===== config.mk =====
export PLATFORM = sky130hd
export DESIGN_NAME = tdm_demux_1to4
export DESIGN_NICKNAME = d
export VERILOG_FILES = /design/src/rtl/tdm_pkg.sv /design/src/rtl/tdm_slot_counter.sv /design/src/rtl/tdm_demux_1to4.sv
export SDC_FILE = /design/constraint.sdc
export NUM_CORES = 1
export LEC_CHECK = 0
export BUFFER_PORTS_ARGS = -buffer_cell sky130_fd_sc_hd__buf_2
export CORE_MARGIN = 8
export CORE_UTILIZATION = 50
export DETAILED_ROUTE_END_ITERATION = 8
export PLACE_DENSITY = 0.76
export SETUP_SLACK_MARGIN = 0.05
export SKIP_CTS_REPAIR_TIMING = 1
export SYNTH_ARGS = -nofsm -noshare
export SYNTH_HDL_FRONTEND = slang
export SYNTH_SLANG_ARGS = --single-unit

===== constraint.sdc =====
create_clock -name clk -period 3.3 [get_ports clk]
set_input_delay 0.66 -clock clk [delete_from_list [all_inputs] [get_ports clk]]
set_output_delay 0.66 -clock clk [all_outputs]
set_load 0.01 [all_outputs]

===== src/rtl/tdm_pkg.sv =====
// Shared definitions for the TDM receive path.
//   state_t      : frame alignment state (HUNT = searching for SOF, RUN = aligned)
//   DEF_DATA_W   : default slot / lane width
//   DEF_NUM_CH   : default slots per frame (power of two, >= 2)
//   DEF_CNT_W    : default delivered-frame counter width
//   SLOT_W       : slot index width for the default frame size
package tdm_pkg;

    typedef enum logic {
        HUNT = 1'b0,
        RUN  = 1'b1
    } state_t;

    localparam int DEF_DATA_W = 8;
    localparam int DEF_NUM_CH = 4;
    localparam int DEF_CNT_W  = 8;
    localparam int SLOT_W     = $clog2(DEF_NUM_CH);

endpackage


===== src/rtl/tdm_slot_counter.sv =====
// Slot index register for the TDM demultiplexer.
//   clk    in   rising-edge clock
//   reset  in   asynchronous active-high reset (slot -> 0)
//   clr    in   force slot to 0
//   load1  in   slot 0 accepted this beat: next slot is 1
//   inc    in   advance one slot, wrapping NUM_CH-1 -> 0
//   slot   out  slot index the next accepted beat is written to
// Priority: clr > load1 > inc.
module tdm_slot_counter
    import tdm_pkg::*;
#(
    parameter  int NUM_CH = DEF_NUM_CH,
    localparam int SW     = $clog2(NUM_CH)
) (
    input  logic          clk,
    input  logic          reset,
    input  logic          clr,
    input  logic          load1,
    input  logic          inc,
    output logic [SW-1:0] slot
);

    localparam logic [SW-1:0] LAST = SW'(NUM_CH - 1);

    always_ff @(posedge clk or posedge reset) begin
        if (reset) begin
            slot <= '0;
        end else if (clr) begin
            slot <= '0;
        end else if (load1) begin
            slot <= SW'(1);
        end else if (inc) begin
            slot <= (slot == LAST) ? '0 : slot + SW'(1);
        end
    end

endmodule


===== src/rtl/tdm_demux_1to4.sv =====
// TDM receive demultiplexer: rebuilds NUM_CH parallel lanes from a
// one-slot-per-beat stream whose slot 0 is flagged by in_sof, tracks frame
// alignment and reports alignment violations.
//   clk        in   rising-edge clock
//   reset      in   asynchronous active-high reset
//   in_valid   in   beat present this cycle
//   in_sof     in   beat is slot 0 of a frame (qualified by in_valid)
//   in_data    in   slot payload
//   out_data   out  assembled frame, lane k at [k*DATA_W +: DATA_W]
//   out_valid  out  one-cycle pulse: out_data holds a new frame
//   slot       out  slot index the next accepted beat is written to
//   locked     out  high while aligned (RUN)
//   sync_err   out  one-cycle pulse on an alignment violation
//   frame_cnt  out  number of frames delivered (wraps)
module tdm_demux_1to4
    import tdm_pkg::*;
#(
    parameter  int DATA_W = DEF_DATA_W,
    parameter  int NUM_CH = DEF_NUM_CH,
    parameter  int CNT_W  = DEF_CNT_W,
    localparam int SW     = $clog2(NUM_CH)
) (
    input  logic                     clk,
    input  logic                     reset,
    input  logic                     in_valid,
    input  logic                     in_sof,
    input  logic [DATA_W-1:0]        in_data,
    output logic [NUM_CH*DATA_W-1:0] out_data,
    output logic                     out_valid,
    output logic [SW-1:0]            slot,
    output logic                     locked,
    output logic                     sync_err,
    output logic [CNT_W-1:0]         frame_cnt
);

    localparam logic [SW-1:0] LAST = SW'(NUM_CH - 1);

    state_t                         state;
    // Lanes 0..NUM_CH-2 of the frame in progress; the last lane is taken
    // straight from in_data when the frame completes.
    logic [(NUM_CH-1)*DATA_W-1:0]   shadow_p0;
    logic                           slot_clr;
    logic                           slot_load1;
    logic                           slot_inc;

    always_comb begin
        slot_clr   = in_valid && !in_sof && (state == RUN) && (slot == '0);
        slot_load1 = in_valid && in_sof;
        slot_inc   = in_valid && !in_sof && (state == RUN) && (slot != '0);
    end

    tdm_slot_counter #(
        .NUM_CH (NUM_CH)
    ) u_slot_counter (
        .clk   (clk),
        .reset (reset),
        .clr   (slot_clr),
        .load1 (slot_load1),
        .inc   (slot_inc),
        .slot  (slot)
    );

    assign locked = (state == RUN);

    // ---- stage p0: shadow capture, frame assembly, alignment FSM ----
    always_ff @(posedge clk or posedge reset) begin
        if (reset) begin
            state     <= HUNT;
            shadow_p0 <= '0;
            out_data  <= '0;
            out_valid <= 1'b0;
            sync_err  <= 1'b0;
            frame_cnt <= '0;
        end else begin
            out_valid <= 1'b0;
            sync_err  <= 1'b0;
            if (in_valid) begin
                if (in_sof) begin
                    // Any SOF starts a new frame; an SOF that arrives while a
                    // frame is partly collected abandons that partial frame.
                    shadow_p0[DATA_W-1:0] <= in_data;
                    if ((state == RUN) && (slot != '0)) begin
                        sync_err <= 1'b1;
                    end
                    state <= RUN;
                end else if (state == RUN) begin
                    if (slot == '0) begin
                        // Expected an SOF but got a payload beat: lost alignment.
                        sync_err <= 1'b1;
                        state    <= HUNT;
                    end else if (slot == LAST) begin
                        out_data  <= {in_data, shadow_p0};
                        out_valid <= 1'b1;
                        frame_cnt <= frame_cnt + CNT_W'(1);
                    end else begin
                        for (int k = 1; k < NUM_CH - 1; k++) begin
                            if (slot == SW'(k)) begin
                                shadow_p0[k*DATA_W +: DATA_W] <= in_data;
                            end
                        end
                    end
                end
            end
        end
    end

endmodule


==> impl_metrics.tcl <==
set metrics [dict create \
    status "finished, final reports clean" \
    ir_drop_mv 0.344 \
    hold_class "flip-flop to flip-flop" \
    rsz0062_at_grt "no" \
    drtIter0Drc 64 \
    relSlewSlack_pct 44.2 \
    p_comb_share_pct 23.8 \
    grt_overflow 0 \
    place.gp.congestion 0.824 \
    netlist_area_mm2 0.00296 \
    grt_max_degree 70 \
    die_x_um 93.0 \
    area_growth_pct 17.7 \
    cts_tree "done" \
    hold_ws_ps 468 \
    p_clk_share_pct 28.7 \
    cp-end-kind "flip-flop" \
    drive_above_1_share_pct 55.2 \
    fin_crit_ps 2280 \
    synth.area.top_cells "dfrtp_1 58%, mux2_4 15%, mux2_2 11%" \
    yosysSeqAreaShare_pct 58.3 \
    switching_power_uw 732 \
    setup_viol 0 \
    dp_hpwl_um 3650 \
    clk_root_buffer_cell "clkbuf_8" \
    crit_type "flip-flop to flip-flop" \
    leakage_nw 1.85 \
    detailedRoute.firstPassIterationCount 4 \
    tightest_slew_ps 837 \
    max_cap_violations 0 \
    yosys.area.top_type_share_pct 58.3 \
    die_y_um 93.0 \
    synth_edf_count 0 \
    max_freq_mhz 438 \
    clk_pin_slew_ps 80 \
    setup_tns_ps 0 \
    portBuffers 56 \
    viasPerCell 4.98 \
    path_max_fanout 34 \
    powerDensity_mw_per_mm2 736 \
    yosysWarningCount 0 \
    syn-num-nets 201 \
    internal-power_mw 1.83 \
    routed_wl_um 5370 \
    async_flop_share_pct 100 \
    die_area_mm2 0.00864 \
    vias 1620 \
    r2r_start "u_slot_counter.slot[0]" \
    critPathLaunchType "flip-flop" \
    required_ps 3530 \
    cts_buffers 9 \
    synth_most_common_cell "dfrtp_1" \
    grtUsageTotal_pct 13.6 \
    p_total_mw 2.57 \
    antennaDiodeCount 0 \
    grt_pass1_wl_um 9070 \
    p_seq_share_pct 47.5 \
    clock_latency_ps 340 \
    yosys-top-cells-count "69 x dfrtp_1, 29 x mux2_4, 28 x mux2_2" \
    wl_per_cell_um 16.5 \
    cts_buffer_depth 2 \
    hold_start "frame_cnt[7]" \
    antenna_found_initial 0 \
    period_share_pct 69.2 \
    cts-htree-levels 3 \
    swShare_pct 28.5 \
    synth_cells 182 \
    synth_cell_types 26 \
    synth.avg_cell_area_um2 16.3 \
    ios 57 \
    yosysTopAreaCell "dfrtp_1" \
    finalHoldViolations 0 \
    final_nets 264 \
    arrival_ps 2520 \
    core_mm2 0.00582 \
    placementRows 28 \
    crit_start "u_slot_counter.slot[0]" \
    clock_sinks 69 \
    ys_ff_latch 69 \
    skew_ps 10.8 \
    synth_flop_cell "dfrtp_1" \
    drcViolationCount 0 \
    ant_nets 0 \
    start_util_pct 50.9 \
    maxSlewViolCount 0 \
    grt_pass1_vias 1770 \
]
[sequential cells by signal (all words and copies together) (netlist names)]
signal / count
sync_err: 1
shadow_p0: 24
frame_cnt: 8
locked: 1
out_valid: 1
out_data: 32
u_slot_counter.slot: 2
[layout make-up]
type | count | area (um2)
multi-input cells | 103 | 1140
clock inverters | 4 | 55.1
fillers | 485 | 2330
clock buffers | 12 | 165
well taps | 75 | 93.8
inverters | 5 | 18.8
repair buffers | 57 | 288
flip-flops and latches | 69 | 1730
[cell usage in the layout, fill, tap and decap left out, drive strengths merged, types with 2 or more instances in the layout]
master | netlist | routed
clkbuf | 0 | 12
inv | 5 | 5
xor2 | 7 | 7
ha | 7 | 7
buf | 5 | 57
mux2 | 57 | 57
nand2 | 7 | 7
dfrtp | 69 | 69
nand3 | 5 | 5
o21ai | 3 | 3
nor2 | 2 | 2
clkinv | 0 | 2
nor3 | 5 | 5
[routing by layer]
metal	GRT usage, %	routed length (um)	vias to the layer above
met4	9.13	157	0
met1	16.9	2390	809
met5	0	0	-
li1	-	-	760
met2	20.1	2520	39
met3	4.05	291	12
[critical path, cell delays in order, from the launching register on]
cell and delay, ps:
dfrtp_1 440, inv_1 110, ha_1 260, or2b_1 330, nor2_8 600, mux2_2 410
[per-stage QoR]
step | std cells | util (%) | cell area [um2] | worst slack [ps]
after floorplan | 182 | - | 2960 | 900
after global placement | 309 | 56.2 | 3270 | 1050
after detailed placement | 309 | 56.2 | 3270 | 1010
after CTS | 325 | 60.0 | 3490 | 993
after global routing | 325 | 60.0 | 3490 | 853
final | 325 | 60.0 | 3490 | 1020
[worst paths after layout]
kind | end | depth (start not counted) | slack (ps)
worst min register to register | frame_cnt[7] | 1 | 470
worst max register to register | out_data[0] | 5 | 1020
worst min-delay path | frame_cnt[7] | 1 | 470
max in group asynchronous | out_data[22] | 3 | 2200
worst max-delay path | out_data[0] | 5 | 1020
min in group asynchronous | out_data[1] | 3 | 560
[power by group through the flow]
stage / clock, mW / combinational (mW) / sequential, mW
3_5_place_dp: 0 / 0.626 / 1.24
5_1_grt: 0.789 / 0.673 / 1.25
6_report: 0.737 / 0.610 / 1.22
2_1_floorplan: 0 / 0.371 / 1.26
3_3_place_gp: 0 / 0.606 / 1.22
4_1_cts: 0.752 / 0.628 / 1.22
[cells by family (layout without fill, tap and decap cells)]
family          Yosys count  after routing  share of synthesized area, %
mux                      58             58                          25.7
fa+ha+maj                 7              7                          2.96
compound gates            4              4                         0.803
flops                    69             69                          58.3
simple gates             27             27                          6.97
buf+inv                  10             78                          3.21
xor+xnor                  7              7                          2.07
Power figures use the tool's default switching activity.
